File: src/rtl/keypad_scanner.sv
// keypad_scanner: 4x4 matrix keypad scanner with debounce and press strobe.
// Optional auto-repeat strobes on a held key when KEYPAD_REPEAT_EN is defined.
//
// Ports:
//   clk        in   system clock (1000 Hz)
//   rst_n      in   asynchronous active-low reset
//   cols_n[3:0] in  column lines, active-low, asynchronous to clk
//   rows_n[3:0] out row drive, one-hot active-low
//   key[4:0]   out  debounced key code, 31 when no key is accepted
//   key_strobe out  one-cycle pulse on each accepted press (and repeat)

module keypad_scanner #(
    parameter int ROW_CYCLES     = 4,
    parameter int DEBOUNCE_SCANS = 2
`ifdef KEYPAD_REPEAT_EN
    ,
    parameter int REPEAT_DELAY_SCANS = 32,
    parameter int REPEAT_RATE_SCANS  = 8
`endif
) (
    input  logic       clk,
    input  logic       rst_n,
    input  logic [3:0] cols_n,
    output logic [3:0] rows_n,
    output logic [4:0] key,
    output logic       key_strobe
);

    localparam logic [4:0] T_NULL = 5'd31;
    localparam int CW = (ROW_CYCLES > 1) ? $clog2(ROW_CYCLES) : 1;
    localparam int DW = $clog2(DEBOUNCE_SCANS + 1);

    typedef enum logic [1:0] {
        IDLE,
        PRESS_CHK,
        HELD,
        CHANGE_CHK
    } state_t;

    // Matrix position to key code.
    function automatic logic [4:0] key_code(
        input logic [1:0] r,
        input logic [1:0] c
    );
        logic [4:0] k;
        case ({r, c})
            4'h0:    k = 5'd1;
            4'h1:    k = 5'd2;
            4'h2:    k = 5'd3;
            4'h3:    k = 5'd10;
            4'h4:    k = 5'd4;
            4'h5:    k = 5'd5;
            4'h6:    k = 5'd6;
            4'h7:    k = 5'd11;
            4'h8:    k = 5'd7;
            4'h9:    k = 5'd8;
            4'hA:    k = 5'd9;
            4'hB:    k = 5'd12;
            4'hC:    k = 5'd14;
            4'hD:    k = 5'd0;
            4'hE:    k = 5'd15;
            default: k = 5'd13;
        endcase
        return k;
    endfunction

    // Column synchronizer
    logic [3:0] cols_s1;
    logic [3:0] cols_s2;

    always_ff @(posedge clk or negedge rst_n) begin
        if (!rst_n) begin
            cols_s1 <= 4'hF;
            cols_s2 <= 4'hF;
        end else begin
            cols_s1 <= cols_n;
            cols_s2 <= cols_s1;
        end
    end

    // Row sequencer
    logic [CW-1:0] cyc_cnt;
    logic [1:0]    row_idx;
    logic          sample;
    logic          scan_done;

    assign sample    = (cyc_cnt == CW'(ROW_CYCLES - 1));
    assign scan_done = sample && (row_idx == 2'd3);
    assign rows_n    = ~(4'b0001 << row_idx);

    always_ff @(posedge clk or negedge rst_n) begin
        if (!rst_n) begin
            cyc_cnt <= '0;
            row_idx <= 2'd0;
        end else if (sample) begin
            cyc_cnt <= '0;
            row_idx <= row_idx + 2'd1;
        end else begin
            cyc_cnt <= cyc_cnt + CW'(1);
        end
    end

    // Low bits in the current row; lowest column index wins.
    logic [2:0] row_lows;
    logic [1:0] row_first;

    always_comb begin
        row_lows  = 3'd0;
        row_first = 2'd0;
        for (int c = 3; c >= 0; c--) begin
            if (!cols_s2[c]) begin
                row_lows  = row_lows + 3'd1;
                row_first = c[1:0];
            end
        end
    end

    // Per-scan accumulator. The count saturates at 2: anything
    // above one low bit already means "no single key".
    logic [1:0] acc_cnt;
    logic [4:0] acc_code;
    logic [2:0] tot;
    logic [4:0] row_code;
    logic [4:0] scan_result;

    assign row_code = key_code(row_idx, row_first);
    assign tot      = {1'b0, acc_cnt} + row_lows;

    always_comb begin
        scan_result = T_NULL;
        if (tot == 3'd1) begin
            scan_result = (acc_cnt == 2'd0) ? row_code : acc_code;
        end
    end

    always_ff @(posedge clk or negedge rst_n) begin
        if (!rst_n) begin
            acc_cnt  <= 2'd0;
            acc_code <= T_NULL;
        end else if (scan_done) begin
            acc_cnt  <= 2'd0;
            acc_code <= T_NULL;
        end else if (sample) begin
            acc_cnt <= (tot >= 3'd2) ? 2'd2 : tot[1:0];
            if (acc_cnt == 2'd0 && row_lows != 3'd0) begin
                acc_code <= row_code;
            end
        end
    end

    // Debounce FSM
    state_t        state_q, state_d;
    logic [4:0]    cand_q, cand_d;
    logic [DW-1:0] cnt_q, cnt_d;
    logic [DW-1:0] cnt_inc;
    logic [4:0]    key_q, key_d;
    logic          strobe_q, strobe_d;
    logic          cnt_full;

    assign cnt_inc  = cnt_q + DW'(1);
    assign cnt_full = (cnt_inc == DW'(DEBOUNCE_SCANS));

`ifdef KEYPAD_REPEAT_EN
    localparam int RW = $clog2(REPEAT_DELAY_SCANS + 1);
    logic [RW-1:0] rep_q, rep_d;
    logic [RW-1:0] rep_inc;
    assign rep_inc = rep_q + RW'(1);
`endif

    always_comb begin
        state_d  = state_q;
        cand_d   = cand_q;
        cnt_d    = cnt_q;
        key_d    = key_q;
        strobe_d = 1'b0;
`ifdef KEYPAD_REPEAT_EN
        rep_d    = rep_q;
`endif
        if (scan_done) begin
            unique case (state_q)
                IDLE: begin
                    if (scan_result != T_NULL) begin
                        cand_d  = scan_result;
                        cnt_d   = DW'(1);
                        state_d = PRESS_CHK;
                    end
                end
                PRESS_CHK: begin
                    if (scan_result == cand_q) begin
                        if (cnt_full) begin
                            key_d    = cand_q;
                            strobe_d = 1'b1;
                            state_d  = HELD;
`ifdef KEYPAD_REPEAT_EN
                            rep_d    = '0;
`endif
                        end else begin
                            cnt_d = cnt_inc;
                        end
                    end else if (scan_result == T_NULL) begin
                        state_d = IDLE;
                    end else begin
                        cand_d = scan_result;
                        cnt_d  = DW'(1);
                    end
                end
                HELD: begin
                    if (scan_result != key_q) begin
                        cand_d  = scan_result;
                        cnt_d   = DW'(1);
                        state_d = CHANGE_CHK;
`ifdef KEYPAD_REPEAT_EN
                        rep_d   = '0;
                    end else if (rep_inc ==
                                 RW'(REPEAT_DELAY_SCANS)) begin
                        // Rewind so the next repeat lands one
                        // rate period later.
                        strobe_d = 1'b1;
                        rep_d    = RW'(REPEAT_DELAY_SCANS -
                                       REPEAT_RATE_SCANS);
                    end else begin
                        rep_d = rep_inc;
`endif
                    end
                end
                CHANGE_CHK: begin
                    if (scan_result == cand_q) begin
                        if (!cnt_full) begin
                            cnt_d = cnt_inc;
                        end else if (cand_q == T_NULL) begin
                            key_d   = T_NULL;
                            state_d = IDLE;
                        end else begin
                            key_d    = cand_q;
                            strobe_d = 1'b1;
                            state_d  = HELD;
`ifdef KEYPAD_REPEAT_EN
                            rep_d    = '0;
`endif
                        end
                    end else if (scan_result == key_q) begin
                        state_d = HELD;
                    end else begin
                        cand_d = scan_result;
                        cnt_d  = DW'(1);
                    end
                end
                default: state_d = IDLE;
            endcase
        end
    end

    always_ff @(posedge clk or negedge rst_n) begin
        if (!rst_n) begin
            state_q  <= IDLE;
            cand_q   <= T_NULL;
            cnt_q    <= '0;
            key_q    <= T_NULL;
            strobe_q <= 1'b0;
`ifdef KEYPAD_REPEAT_EN
            rep_q    <= '0;
`endif
        end else begin
            state_q  <= state_d;
            cand_q   <= cand_d;
            cnt_q    <= cnt_d;
            key_q    <= key_d;
            strobe_q <= strobe_d;
`ifdef KEYPAD_REPEAT_EN
            rep_q    <= rep_d;
`endif
        end
    end

    assign key        = key_q;
    assign key_strobe = strobe_q;

endmodule

File: config.mk
export PLATFORM = sky130hd
export DESIGN_NAME = keypad_scanner
export DESIGN_NICKNAME = d
export VERILOG_FILES = /design/src/rtl/keypad_scanner.sv
export SDC_FILE = /design/constraint.sdc
export NUM_CORES = 1
export LEC_CHECK = 0
export ABC_AREA = 1
export CORE_MARGIN = 2
export CORE_UTILIZATION = 35
export DETAILED_ROUTE_END_ITERATION = 16
export MAX_ROUTING_LAYER = met4
export PLACE_DENSITY = 0.52
export SYNTH_ARGS = -nofsm -noshare
export SYNTH_HDL_FRONTEND = slang
export SYNTH_SLANG_ARGS = --single-unit
File: constraint.sdc
create_clock -name clk -period 3.71 [get_ports clk]
set_clock_uncertainty 0.1 [all_clocks]
set_input_delay 0.5565 -clock clk [delete_from_list [all_inputs] [get_ports clk]]
set_output_delay 0.5565 -clock clk [all_outputs]
set_load 0.05 [all_outputs]
# Word level (Yosys, flattened, before mapping)
# Memory sizes are Yosys's and may differ from the RTL's.
# Cells that the tools add are included.
# totals
regBits	34
romBits	64
output_inout_bits	10
word_cells	118
memories	1
# classes
add_sub_neg	7
n_lt_le_gt_ge	1
eq_ne	29
shift	1
n_mux	54
n_bitwise	1
n_reduce_logical	13
# mem_list
name	words	width	rd	rd_clocked_by_memory_dff	wr	line	text
(no name shown)	16	4	1	0	0	46	case ({r, c})
# op_table
cell	count
$mux W5	16
$mux W2	23
$ne A2 B2 Y1 const B	10
$pmux W5 S4	1
$ne A3 B3 Y1 const B	6
$pmux W2 S4	2
$reduce_and A7 Y1	2
$eq A2 B2 Y1 const B	5
$eq A5 B5 Y1	2
$eq A5 B5 Y1 const B	2
$pmux W5 S2	1
$add A3 B1 Y3 const B	3
$mux W3	3
$mux W1	7
$add A2 B1 Y2 const B	3
$reduce_and A6 Y1	1
$reduce_bool A2 Y1	3
$ne A5 B5 Y1	1
$ne A5 B5 Y1 const B	1
$reduce_and A5 Y1	1
$logic_not A2 Y1	2
$not A4 Y4	1
$shl A1 B2 Y4 const A	1
$add A2 B3 Y3	1
other kinds (7)	8

# Depth between registers and ports, before layout
# logic_depth
word_depth	14
depth_mapped	24

# Worst setup path before layout
# OpenSTA, ideal clock, no wires.
# synth_timing
path_kind	flip-flop to flip-flop
from	reg cols_s2[2]
to	reg key_q[4] (netlist: key[4])
arrival_ns	3.325
required_ns	3.533
path_slack_ns	0.208
path_stages_with_launch	21
path_buffers	1
synth_period_minus_slack_ns	3.502
cell_sequence	dfstp_2 -> inv_1 -> ha_1 -> xnor2_1 -> ha_1 -> nand2_1 -> nand2_1 -> fa_1 -> nor2_1 -> inv_1 -> nor2_8 -> nand3_1 -> nand2_1 -> nand3_2 -> nor2_4 -> nand2_2 -> nor2_4 -> nand2_2 -> buf_6 -> nand2_2 -> o21ai_2
# synth_via
elab_chain_len	11
word_cells_on_any_way	17
classes_between	add/sub (3); eq/ne (4); mux (8); reduce/logical (1); memory (1)
# synth_rtl
item	line	text
start: declaration	69	logic [3:0] cols_s2;
start signal: assignment	77	cols_s2 <= cols_s1;
$mux W3	111	if (!cols_s2[c]) begin
$add A3 B1 Y3	112	row_lows = row_lows + 3'd1;
$mux W3	111	
$add A3 B1 Y3	112	
$mux W3	111	
$add A2 B3 Y3	127	assign tot = {1'b0, acc_cnt} + row_lows;
$eq A3 B1 Y1	131	if (tot == 3'd1) begin
$mux W5 *	131	
$eq A5 B5 Y1 *	189, 227	
$ne A2 B2 Y1 (no source line)	-	
$reduce_and A6 Y1 (no source line) *	-	
end signal: assignment	267	key_q <= key_d;
end: declaration	156	logic [4:0] key_q, key_d;
# Mark *: on every way between the ends. The rest lies on a longest branch, timed or not.
# A chain may end at the register's enable or synchronous reset.

# Worst setup path in the final report
# layout_timing
from	reg cols_s2[2]
to	reg key_q[0] (netlist: key[0])
# Same word-level chain as after synthesis.

==> out/summary.txt <==
Worst EP arrival = 3.56 ns
Die Wd = 85.9 um
R2R setup slack = 0.27 ns
commonest non-fill, non-tap cells in the layout = 93 x nand2_1, 40 x inv_1, 24 x nand3_1
Clock Tree Root = clkbuf_8
I/O pin total = 16
Gate Count Post-Synth = 302
vias per inst = 4.70
worst hold stages = 0
initial core utilization = 0.365
clk slew on worst S/H paths = 0.07 ns
Post-route DRC = 0
reg2reg start = cols_s2[2]$_DFF_PN1_
Max Clk Rate = 291 MHz
Hold Violations, Final = 0
clk buf depth = 2
WL/cell = 12.1 um
Filler cells = 675
initial antenna violation count = 0
final instance area = 2740 sq um
GRT overflow = 0
CTS Buf Count = 5
CTS tree = done
Total GRT Usage = 0.146
htree depth = 2
FF-to-FF End = key[0]$_DFFE_PN1P_
worst slew pin tran = 0.506 ns
global-route wire length before repair = 8270 um
HPWL after DPL = 3690 um
power per standard cell area = 412 nW/um^2
Routed Antenna Nets = 0
HP Class = flip-flop to flip-flop
Area Overhead vs Synth = 16.6%
CP Data Required Time = 3.83 ns
# nets final = 345
Pre-antenna DRT Iters = 4
Max Slew Vio Count = 0
total power = 1.13 mW
Setup Crit Path Kind = flip-flop to flip-flop
syn_nets = 324
total core area = 6420 sq um
Seq/Total Area, Yosys = 0.375
Core Rows = 29
Cell Area, Synth = 2350 sq um
clock sink count = 34
Util after Layout = 0.426
worst skew pair latency = 0.29 ns
Leakage = 1.33 nW
number of diodes = 0
final period utilization = 0.926
slew margin rel. = 0.662
flops & latches, synth = 34
peak supply drop = 0.161 mV
Placement Cell Area = 2560 sq um
Netlist cell types = 34
R2R cell count = 19
critical-path maximum fanout = 11
vias in the first global route = 1757
DIE AREA = 7380 sq um
Min-Delay Endpoint = cols_s2[2]$_DFF_PN1_
mean post-synth cell area = 7.77 sq um
vias post-DR = 1884
CP Launch Type = flip-flop
Port Buf Inserts = 15
routability cong. = 0.889
layout cells sized above 1 = 0.275
DIE HEIGHT = 85.9 um
final wirelength = 4870 um
Initial DRC Count = 121
Final Setup Violations = 0
endpoint class of the critical path = flip-flop
hold_sp = cols_s1[2]$_DFF_PN1_
largest net degree at the start of global routing = 35
YS warnings = 0
Max Cap Viol = 0
commonest non-fill, non-tap cell in the layout = nand2_1
Final min period = 3.44 ns
status = finished clean
-- critical path: stages, from the launching register on --
cell	delay (ns)
dfstp_2	0.55
inv_1	0.07
ha_4	0.26
xnor2_4	0.14
ha_1	0.28
nand2_1	0.05
nand2_1	0.10
fa_2	0.48
nor2_4	0.18
nand3_4	0.14
nor2_4	0.14
nand2_1	0.06
nand2_1	0.07
nand3_2	0.10
nor2_4	0.14
nand2_2	0.08
nor2_4	0.13
nand2_4	0.14
nand2_1	0.10
o21ai_2	0.05
-- routing by layer --
layer	wire length, um	up-vias	track usage
li1	-	980	-
met1	2500	858	0.208
met2	2060	38	0.201
met3	220	8	0.0327
met4	87	0	0.0548
met5	0	-	-
-- area by class of cell --
cell class                 count  area [sq um]  area share
timing repair buffer          19           180      0.0658
tap                           77          96.3      0.0352
clock inverter                 2          10.0     0.00366
multi-input combinational    218          1330       0.484
sequential                    34           880       0.321
inverter                      45           174      0.0635
clock buffer                   6          72.6      0.0265
-- flip-flops by register name, summed over array words and instances (netlist names) --
| register | count |
|---|---|
| acc_code | 5 |
| cand_q | 5 |
| key | 5 |
| cols_s1 | 4 |
| cols_s2 | 4 |
| acc_cnt | 2 |
| cnt_q | 2 |
| cyc_cnt | 2 |
| row_idx | 2 |
| state_q | 2 |
| key_strobe | 1 |
-- cells by family after synthesis --
logic type,after synthesis,share of synthesized area
AND/OR/NAND/NOR,182,0.383
buffers and inverters,51,0.0970
flip-flops,34,0.375
AO/OA/AOI/OAI,16,0.0453
adder cells (fa/ha/maj),16,0.0885
XOR/XNOR,3,0.0112
-- timing repair --
| item | CTS | global route |
|---|---|---|
| hold buffers | 0 | 0 |
| pin swaps | 0 | 9 |
| buffers inserted | 0 | 1 |
| endpoints found under the setup margin | 14 | 15 |
| cloned | 0 | 1 |
| resized for setup | 2 | 13 |
-- Yosys cell counts (all sizes together) --
cell type | n | area share
nand2 | 111 | 0.20
inv | 45 | 0.073
nand3 | 28 | 0.068
nor2 | 27 | 0.070
dfstp | 23 | 0.26
ha | 15 | 0.080
dfrtp | 11 | 0.12
o21ai | 10 | 0.029
nand4 | 8 | 0.021
buf | 5 | 0.022
or2 | 5 | 0.013
a21oi | 2 | 0.0043
nor3 | 2 | 0.0064
o211ai | 2 | 0.0064
o22ai | 2 | 0.0053
xor2 | 2 | 0.0075
clkbuf | 1 | 0.0016
fa | 1 | 0.0085
or3 | 1 | 0.0027
xnor2 | 1 | 0.0037
-- report_power, final --
group	internal, mW	switching (mW)
Combinational	0.125	0.241
Sequential	0.444	0.0545
Clock	0.130	0.135
-- stage by stage --
stage	setup TNS [ns]	hold slack (ns)	cells	worst slack, ns
after global routing	-0.0293	0.260	401	-0.0250
after detailed placement	-0.157	0.248	391	-0.0469
after CTS	0	0.258	399	0.00757
after floorplan	0	0.161	302	0.208
after global placement	-0.0156	0.246	391	-0.0156
final	0	0.256	401	0.273
-- how the worst max path moves through the flow --
stage,startpoint,end,slack (ns),depth (start not counted)
floorplan,cols_s2[2]$_DFF_PN1_,key[4]$_DFFE_PN1P_,0.21,20
global placement,cols_s2[2]$_DFF_PN1_,key[0]$_DFFE_PN1P_,-0.02,19
detailed placement,cols_s2[2]$_DFF_PN1_,key[0]$_DFFE_PN1P_,-0.05,19
CTS,cols_s2[2]$_DFF_PN1_,cand_q[4]$_DFFE_PN1P_,0.008,20
global route,cols_s2[2]$_DFF_PN1_,cnt_q[0]$_DFFE_PN0P_,-0.03,20
finish,cols_s2[2]$_DFF_PN1_,key[0]$_DFFE_PN1P_,0.27,19
Power figures use the tool's default switching activity.
